`config.mk`:
```
export PLATFORM = sky130hd
export DESIGN_NAME = des_fila_ctrl
export DESIGN_NICKNAME = d
export VERILOG_FILES = /design/src/rtl/des_fila_ctrl.sv
export SDC_FILE = /design/constraint.sdc
export NUM_CORES = 1
export LEC_CHECK = 0
export ABC_AREA = 0
export CORE_MARGIN = 2
export CORE_UTILIZATION = 40
export DETAILED_ROUTE_END_ITERATION = 16
export PLACE_DENSITY_LB_ADDON = 0.15
export SYNTH_ARGS = -nofsm -noshare
export SYNTH_HDL_FRONTEND = slang
export SYNTH_SLANG_ARGS = --single-unit
```
`constraint.sdc`:
```
create_clock -name clk_10KHz -period 3.05 [get_ports clk_10KHz]
set_input_delay 0.61 -clock clk_10KHz [delete_from_list [all_inputs] [get_ports clk_10KHz]]
set_output_delay 0.61 -clock clk_10KHz [all_outputs]
set_load 0.005 [all_outputs]
```
`src/rtl/des_fila_ctrl.sv`:
```
`default_nettype none
// ============================================================================
//  Module      : des_fila_ctrl
//  Description : Transfer controller between the serial deserializer and the
//                8-entry word queue (fila), running in the queue's clk_10KHz
//                domain. Runs the data_ready/ack level handshake, moves each
//                completed byte into the queue with a one-cycle enqueue
//                strobe, and arbitrates user dequeue requests onto the same
//                queue port so enqueue and dequeue never coincide. Stalls
//                while the queue is full and flags a stuck handshake.
//
//  Ports       : clk_10KHz       - sole clock, rising edge
//                reset           - synchronous, active-high
//                data_ready      - deserializer word ready (async level)
//                des_data[7:0]   - deserializer word, stable while data_ready
//                dequeue_in      - user dequeue request (async level, edge=1)
//                len_in[7:0]     - current queue occupancy
//                ack_out         - handshake acknowledge to deserializer
//                enqueue_out     - one-cycle enqueue strobe to fila
//                enq_data[7:0]   - word presented to fila
//                dequeue_out     - one-cycle dequeue strobe to fila
//                full_stall      - word waiting while queue full
//                ack_timeout_err - sticky stuck-handshake flag
//                enq_count[7:0]  - words enqueued since reset (wrapping)
//
//  Revision    : 1.0 - initial release
// ============================================================================
module des_fila_ctrl #(
    parameter int DEPTH       = 8,
    parameter int ACK_TIMEOUT = 16
) (
    input  logic       clk_10KHz,
    input  logic       reset,
    input  logic       data_ready,
    input  logic [7:0] des_data,
    input  logic       dequeue_in,
    input  logic [7:0] len_in,
    output logic       ack_out,
    output logic       enqueue_out,
    output logic [7:0] enq_data,
    output logic       dequeue_out,
    output logic       full_stall,
    output logic       ack_timeout_err,
    output logic [7:0] enq_count
);

    localparam int               c_TMO_W    = $clog2(ACK_TIMEOUT + 1);
    localparam logic [7:0]       c_DEPTH    = 8'(DEPTH);
    localparam logic [c_TMO_W-1:0] c_TMO_LAST = c_TMO_W'(ACK_TIMEOUT - 1);
    localparam logic             c_GNT_ENQ  = 1'b0;
    localparam logic             c_GNT_DEQ  = 1'b1;

    typedef enum logic [1:0] {
        ST_IDLE = 2'd0,
        ST_ENQ  = 2'd1,
        ST_ACK  = 2'd2
    } state_t;

    // Registered state
    state_t              r_state_q;
    logic                r_ready_meta_q;
    logic                r_ready_s_q;
    logic                r_deq_meta_q;
    logic                r_deq_s_q;
    logic                r_deq_prev_q;
    logic                r_deq_pend_q;
    logic                r_last_grant_q;
    logic [c_TMO_W-1:0]  r_tmo_cnt_q;
    logic                r_wait_low_q;
    logic [7:0]          r_enq_data_q;
    logic [7:0]          r_enq_count_q;
    logic                r_tmo_err_q;

    // Next-state values
    state_t              w_state_d;
    logic                w_deq_pend_d;
    logic                w_last_grant_d;
    logic [c_TMO_W-1:0]  w_tmo_cnt_d;
    logic                w_wait_low_d;
    logic [7:0]          w_enq_data_d;
    logic [7:0]          w_enq_count_d;
    logic                w_tmo_err_d;

    // Arbitration and strobe decode
    logic w_req_enq;
    logic w_req_deq;
    logic w_gnt_enq;
    logic w_gnt_deq;
    logic w_room;
    logic w_enq_strobe;
    logic w_deq_strobe;
    logic w_deq_rise;

    always_comb begin
        w_room    = (len_in < c_DEPTH);
        w_req_enq = (r_state_q == ST_ENQ);
        w_req_deq = r_deq_pend_q;
        // On contention the side that did not win the previous contention
        // is served; last_grant only moves when both sides request.
        w_gnt_enq = w_req_enq && (!w_req_deq || (r_last_grant_q == c_GNT_DEQ));
        w_gnt_deq = w_req_deq && (!w_req_enq || (r_last_grant_q == c_GNT_ENQ));
        w_enq_strobe = w_gnt_enq && w_room;
        w_deq_strobe = w_gnt_deq && (len_in != 8'd0);
        w_deq_rise   = r_deq_s_q && !r_deq_prev_q;
    end

    always_comb begin
        w_state_d      = r_state_q;
        w_last_grant_d = r_last_grant_q;
        w_tmo_cnt_d    = r_tmo_cnt_q;
        w_wait_low_d   = r_wait_low_q;
        w_enq_data_d   = r_enq_data_q;
        w_enq_count_d  = r_enq_count_q;
        w_tmo_err_d    = r_tmo_err_q;

        // A granted request is consumed whether or not a strobe was issued
        // (empty queue); new edges while pending merge into the same request.
        w_deq_pend_d = w_deq_rise || (r_deq_pend_q && !w_gnt_deq);

        if (w_req_enq && w_req_deq) begin
            w_last_grant_d = w_gnt_enq ? c_GNT_ENQ : c_GNT_DEQ;
        end

        // After a timeout the handshake stays disarmed until data_ready
        // has been observed low, so a stuck word is not enqueued twice.
        if (!r_ready_s_q) begin
            w_wait_low_d = 1'b0;
        end

        case (r_state_q)
            ST_IDLE: begin
                if (r_ready_s_q && !r_wait_low_q && w_room) begin
                    w_enq_data_d = des_data;
                    w_state_d    = ST_ENQ;
                end
            end
            ST_ENQ: begin
                if (w_enq_strobe) begin
                    w_enq_count_d = r_enq_count_q + 8'd1;
                    w_tmo_cnt_d   = '0;
                    w_state_d     = ST_ACK;
                end
            end
            ST_ACK: begin
                if (!r_ready_s_q) begin
                    w_state_d = ST_IDLE;
                end else if (r_tmo_cnt_q == c_TMO_LAST) begin
                    w_tmo_err_d  = 1'b1;
                    w_wait_low_d = 1'b1;
                    w_state_d    = ST_IDLE;
                end else begin
                    w_tmo_cnt_d = r_tmo_cnt_q + 1'b1;
                end
            end
            default: begin
                w_state_d = ST_IDLE;
            end
        endcase
    end

    always_ff @(posedge clk_10KHz) begin
        if (reset) begin
            r_state_q      <= ST_IDLE;
            r_ready_meta_q <= 1'b0;
            r_ready_s_q    <= 1'b0;
            r_deq_meta_q   <= 1'b0;
            r_deq_s_q      <= 1'b0;
            r_deq_prev_q   <= 1'b0;
            r_deq_pend_q   <= 1'b0;
            r_last_grant_q <= c_GNT_DEQ;
            r_tmo_cnt_q    <= '0;
            r_wait_low_q   <= 1'b0;
            r_enq_data_q   <= 8'h00;
            r_enq_count_q  <= 8'h00;
            r_tmo_err_q    <= 1'b0;
        end else begin
            r_state_q      <= w_state_d;
            r_ready_meta_q <= data_ready;
            r_ready_s_q    <= r_ready_meta_q;
            r_deq_meta_q   <= dequeue_in;
            r_deq_s_q      <= r_deq_meta_q;
            r_deq_prev_q   <= r_deq_s_q;
            r_deq_pend_q   <= w_deq_pend_d;
            r_last_grant_q <= w_last_grant_d;
            r_tmo_cnt_q    <= w_tmo_cnt_d;
            r_wait_low_q   <= w_wait_low_d;
            r_enq_data_q   <= w_enq_data_d;
            r_enq_count_q  <= w_enq_count_d;
            r_tmo_err_q    <= w_tmo_err_d;
        end
    end

    // Outputs depend only on registers and len_in.
    assign ack_out         = (r_state_q == ST_ACK);
    assign enqueue_out     = w_enq_strobe;
    assign dequeue_out     = w_deq_strobe;
    assign enq_data        = r_enq_data_q;
    assign full_stall      = (r_state_q == ST_IDLE) && r_ready_s_q && !r_wait_low_q && !w_room;
    assign ack_timeout_err = r_tmo_err_q;
    assign enq_count       = r_enq_count_q;

endmodule
`default_nettype wire

```
# Yosys cells after proc, flatten, opt, wreduce, memory -nomap -nowiden
# Index checks and enable logic that the tools add are counted.
# Widths: inputs -> output; s select.
classes:
  muxes: 14
  n_reduce_logical: 29
  n_lt_le_gt_ge: 1
  n_eq_ne: 8
  bitwise_logic: 1
  add_sub_neg: 2
op_table:
  columns: ["op", "n"]
  rows:
  - ["$mux 5", 3]
  - ["$logic_and 1x1->1", 12]
  - ["$pmux 5 s2", 1]
  - ["$add 8x1->8 const B", 1]
  - ["$lt 8x4->1 const B", 1]
  - ["$mux 2", 4]
  - ["$reduce_bool 8->1", 1]
  - ["$logic_not 1->1", 6]
  - ["$ne 2x2->1 const B", 3]
  - ["$pmux 2 s3", 1]
  - ["$reduce_and 3->1", 2]
  - ["$add 5x1->5 const B", 1]
  - ["$eq 5x4->1 const B", 1]
  - ["$mux 1", 5]
  - ["$reduce_and 2->1", 2]
  - ["$reduce_and 4->1", 1]
  - ["$logic_or 1x1->1", 3]
  - ["$ne 3x2->1 const B", 1]
  - ["$eq 2x1->1 const B", 1]
  - ["$eq 2x2->1 const B", 1]
  - ["$logic_not 2->1", 1]
  - ["$ne 2x1->1 const B", 1]
  - ["$reduce_bool 2->1", 1]
  - ["$not 1->1", 1]
word_totals:
  wordCells: 68
  input_bits: 20
  out_inout_bits: 21
  reg_bits: 32

# Depth between registers and ports, before layout
logic_depth:
  word_depth: 7
  ltp_mapped: 7
  depth_no_buf: 7

# Worst setup path before layout
# No wires, ideal clock.
synth_timing:
  kind: "input to output"
  startpoint: "in len_in[6]"
  endpoint: "out enqueue_out"
  required_ns: 2.440
  t_arrival_ns: 1.902
  setup_slack_ns: 0.538
  path_buffers: 1
  cell_stages: 4
  path_cell_list: "or4_4 -> or4_1 -> buf_2 -> inv_1"
synth_via:
  elab_chain_cells: 2
synth_lines:
  columns: ["item", "line_no", "source"]
  rows:
  - ["start: declaration", "37", "input logic [7:0] len_in,"]
  - ["$lt 8x4->1", "95", "w_room = (len_in < c_DEPTH);"]
  - ["$logic_and 1x1->1", "102", "w_enq_strobe = w_gnt_enq && w_room;"]
  - ["end: declaration", "39", "output logic enqueue_out,"]
# Every way passes these cells.

# Final worst setup path
# Same ends and word-level chain as after synthesis.

==> flow_summary.toml <==
[finish]
nets = 211
final_area_um2 = 1860
multi_input_area_um2 = 632
num_antenna_cells = 0
fillCellCount = 291
area_delta_synth_final_pct = 42.6
register_area_um2 = 641
final_cell_mix = "39 x clkdlybuf4s50_1, 32 x dfxtp_1, 14 x a21oi_1"
fin_util_pct = 60.5
final_layout_size_suffix_gt1_share_pct = 9.57
final_common_cell = "clkdlybuf4s50_1"

[yosys]
syn_area_um2 = 1310
synth-edff-count = 0
synthArstFlopShare_pct = 0
synth.avg_cell_area_um2 = 9.33
seq_area_frac_synth_pct = 49.0
synth_compound_area_share_pct = 11.0
synth_cell_type_count = 34
ys_seq_elements = 32
synth_fa_ha_area_share_pct = 2.87
synth_nets = 163
synth_xor_area_share_pct = 2.01
synthSimpleGateAreaFrac_pct = 25.5
synth-main-ff-cell = "dfxtp_1"
synth_top_family_by_area = "simple AND/OR/NAND/NOR gates"
syn_inst = 140
ys_warn_count = 0
synthMuxAreaShare_pct = 6.13

[sta]
setup_viol = 0
finalCritPeriodShare_pct = 97.4
max_freq_mhz = 337
period_needed_ns = 2.97
final_hold_viol_count = 0
slew_violations = 0
tightest_slew_ns = 0.738
rsz0062_at_grt = "false"
slew_headroom_pct = 50.1
fin_worst_skew_ns = 0.00549
hold_slack_ns = 0.449
finalWorstSetupSlack_ns = 0.0800

[drt]
antenna_left = 0
wl_per_cell_um = 11.7
viasPerCell = 4.88
drtIter0Drc = 47
drt_wl_total_mm = 2.72
dr.pass1.iters = 4
num_vias = 1132
drcViolationCount = 0

[run]
cap_violations = 0

[clock_tree]
cts_root_buffer = "clkbuf_4"
htree_levels = 2
cts_num_sinks = 32
clk_latency_ns = 0.32
cts_tree = "yes"
cts_made_buffers = 5
max-clock-path-buffers = 2
clk_pin_slew_ns = 0.09

[worst_setup_path]
criticalPathCategory = "in2out"
critPathTopFamily = "simple AND/OR/NAND/NOR gates"
crit_fanout = 2
worstPathArrival_ns = 2.36
crit_chain = "clkdlybuf4s50_1 > or4_4 > or4_4 > inv_1 > dlygate4sd2_1"
critPathBufInv = 3
start_kind = "primary input"
crit_path_frequent_cell = "or4_4"
crit_path_top_delay_cell = "or4_4"
crit_path_max_incr_delay_ns = 0.53
end_kind = "output port"
critPathRequiredTime_ns = 2.44

[outcome]
status = "finished, final reports clean"

[die]
die_area_um2 = 3740
die_w_um = 61.1
ios = 41
coreArea_um2 = 3080
die_height_um = 61.1
row_count = 20
initial_core_util_pct = 42.4

[global_routing]
grt_pass1_wl_mm = 4.69
grt_max_degree = 22
overflow = 0
grt_antenna_before_repair = 0
grt_usage_pct = 17.2
first_global_vias = 1123

[placed_design]
pre_cts_ws_ns = -0.381
place_hpwl_mm = 2.02
gp_congestion = 0.787
placedInstanceArea_um2 = 1780
io_buffers = 40

[power]
power.leakage_nw = 0.649
powerDensity_nw_per_um2 = 391
max-vdd-ir-drop_mv = 0.256

[worst_hold_path]
hold_class = "reg2reg"
==> per-stage QoR <==
| step | power [W] | setup TNS [ns] | instances |
|---|---|---|---|
| after floorplan | 0.000443 | 0 | 140 |
| after global placement | 0.000473 | -0.410 | 224 |
| after CTS | 0.000741 | 0 | 232 |
| after global routing | 0.000762 | 0 | 232 |
| after detailed placement | 0.000474 | -0.499 | 224 |
| final | 0.000729 | 0 | 232 |
==> power by group <==
group	switching, W	internal [W]
clock	0.000133	0.000131
combinational	0.0000136	0.0000288
sequential	0.00000155	0.000421
==> registers in the layout (all words and copies together) (netlist names) <==
signal,flops
ack_timeout_err,1
r_wait_low_q,1
enq_count,8
enq_data,8
r_deq_prev_q,1
r_tmo_cnt_q,5
r_deq_s_q,1
r_ready_meta_q,1
r_state_q,2
r_deq_pend_q,1
r_deq_meta_q,1
r_last_grant_q,1
r_ready_s_q,1
==> routing by layer <==
layer	up-vias	GRT usage, %	wire length, µm
met5	-	0	0
met4	0	6.52	48
met3	5	6.93	172
met2	32	30.7	1370
met1	505	18.0	1130
li1	590	-	-
==> worst paths after layout <==
check | from | end | slack [ns] | cells after the start
worst max register to register | r_tmo_cnt_q[0]$_SDFFE_PP0P_ | r_tmo_cnt_q[3]$_SDFFE_PP0P_ | 0.86 | 7
worst max-delay path | len_in[6] | enqueue_out | 0.08 | 5
worst min-delay path | r_ready_meta_q$_SDFF_PP0_ | r_ready_s_q$_SDFF_PP0_ | 0.45 | 1
worst min register to register | r_ready_meta_q$_SDFF_PP0_ | r_ready_s_q$_SDFF_PP0_ | 0.45 | 1
==> cell usage after synthesis (all sizes together) (2+ instances only) <==
cell | n | share of area (%)
nand4b | 2 | 1.3
a21o | 2 | 1.1
nor2b | 8 | 3.8
clkbuf | 3 | 0.86
or4 | 3 | 2.0
xor2 | 2 | 1.3
a21oi | 14 | 5.4
nand2 | 8 | 2.3
nand2b | 4 | 1.9
nor2 | 13 | 3.7
dfxtp | 32 | 49
nor3 | 4 | 1.5
buf | 3 | 1.1
o41ai | 3 | 2.0
mux2i | 8 | 6.1
or3 | 2 | 0.96
o21ai | 2 | 0.77
inv | 5 | 1.4
and2 | 2 | 0.96
nand3 | 5 | 1.9
ha | 3 | 2.9
==> layout make-up <==
type	instances	share of cell area [%]
clock buffers	7	3.49
inverters	5	1.01
multi-input cells	97	33.9
flip-flops and latches	32	34.4
well taps	44	2.95
repair buffers	47	24.2
==> logic make-up after synthesis <==
family / after synthesis
simple gates: 59
flops: 32
compound gates: 24
buf+inv: 11
mux: 8
xor+xnor: 3
fa+ha+maj: 3
==> timing repair <==
| item | 4_1_cts | 5_1_grt |
|---|---|---|
| hold buffers | 0 | 0 |
| gates resized for setup | 3 | 1 |
| buffers inserted | 1 | 0 |
| endpoints found under the hold margin | 0 | 0 |
| setup endpoints to repair | 2 | 1 |
| pin swaps | 1 | 0 |
No activity file was read; power rests on OpenSTA's default activity.
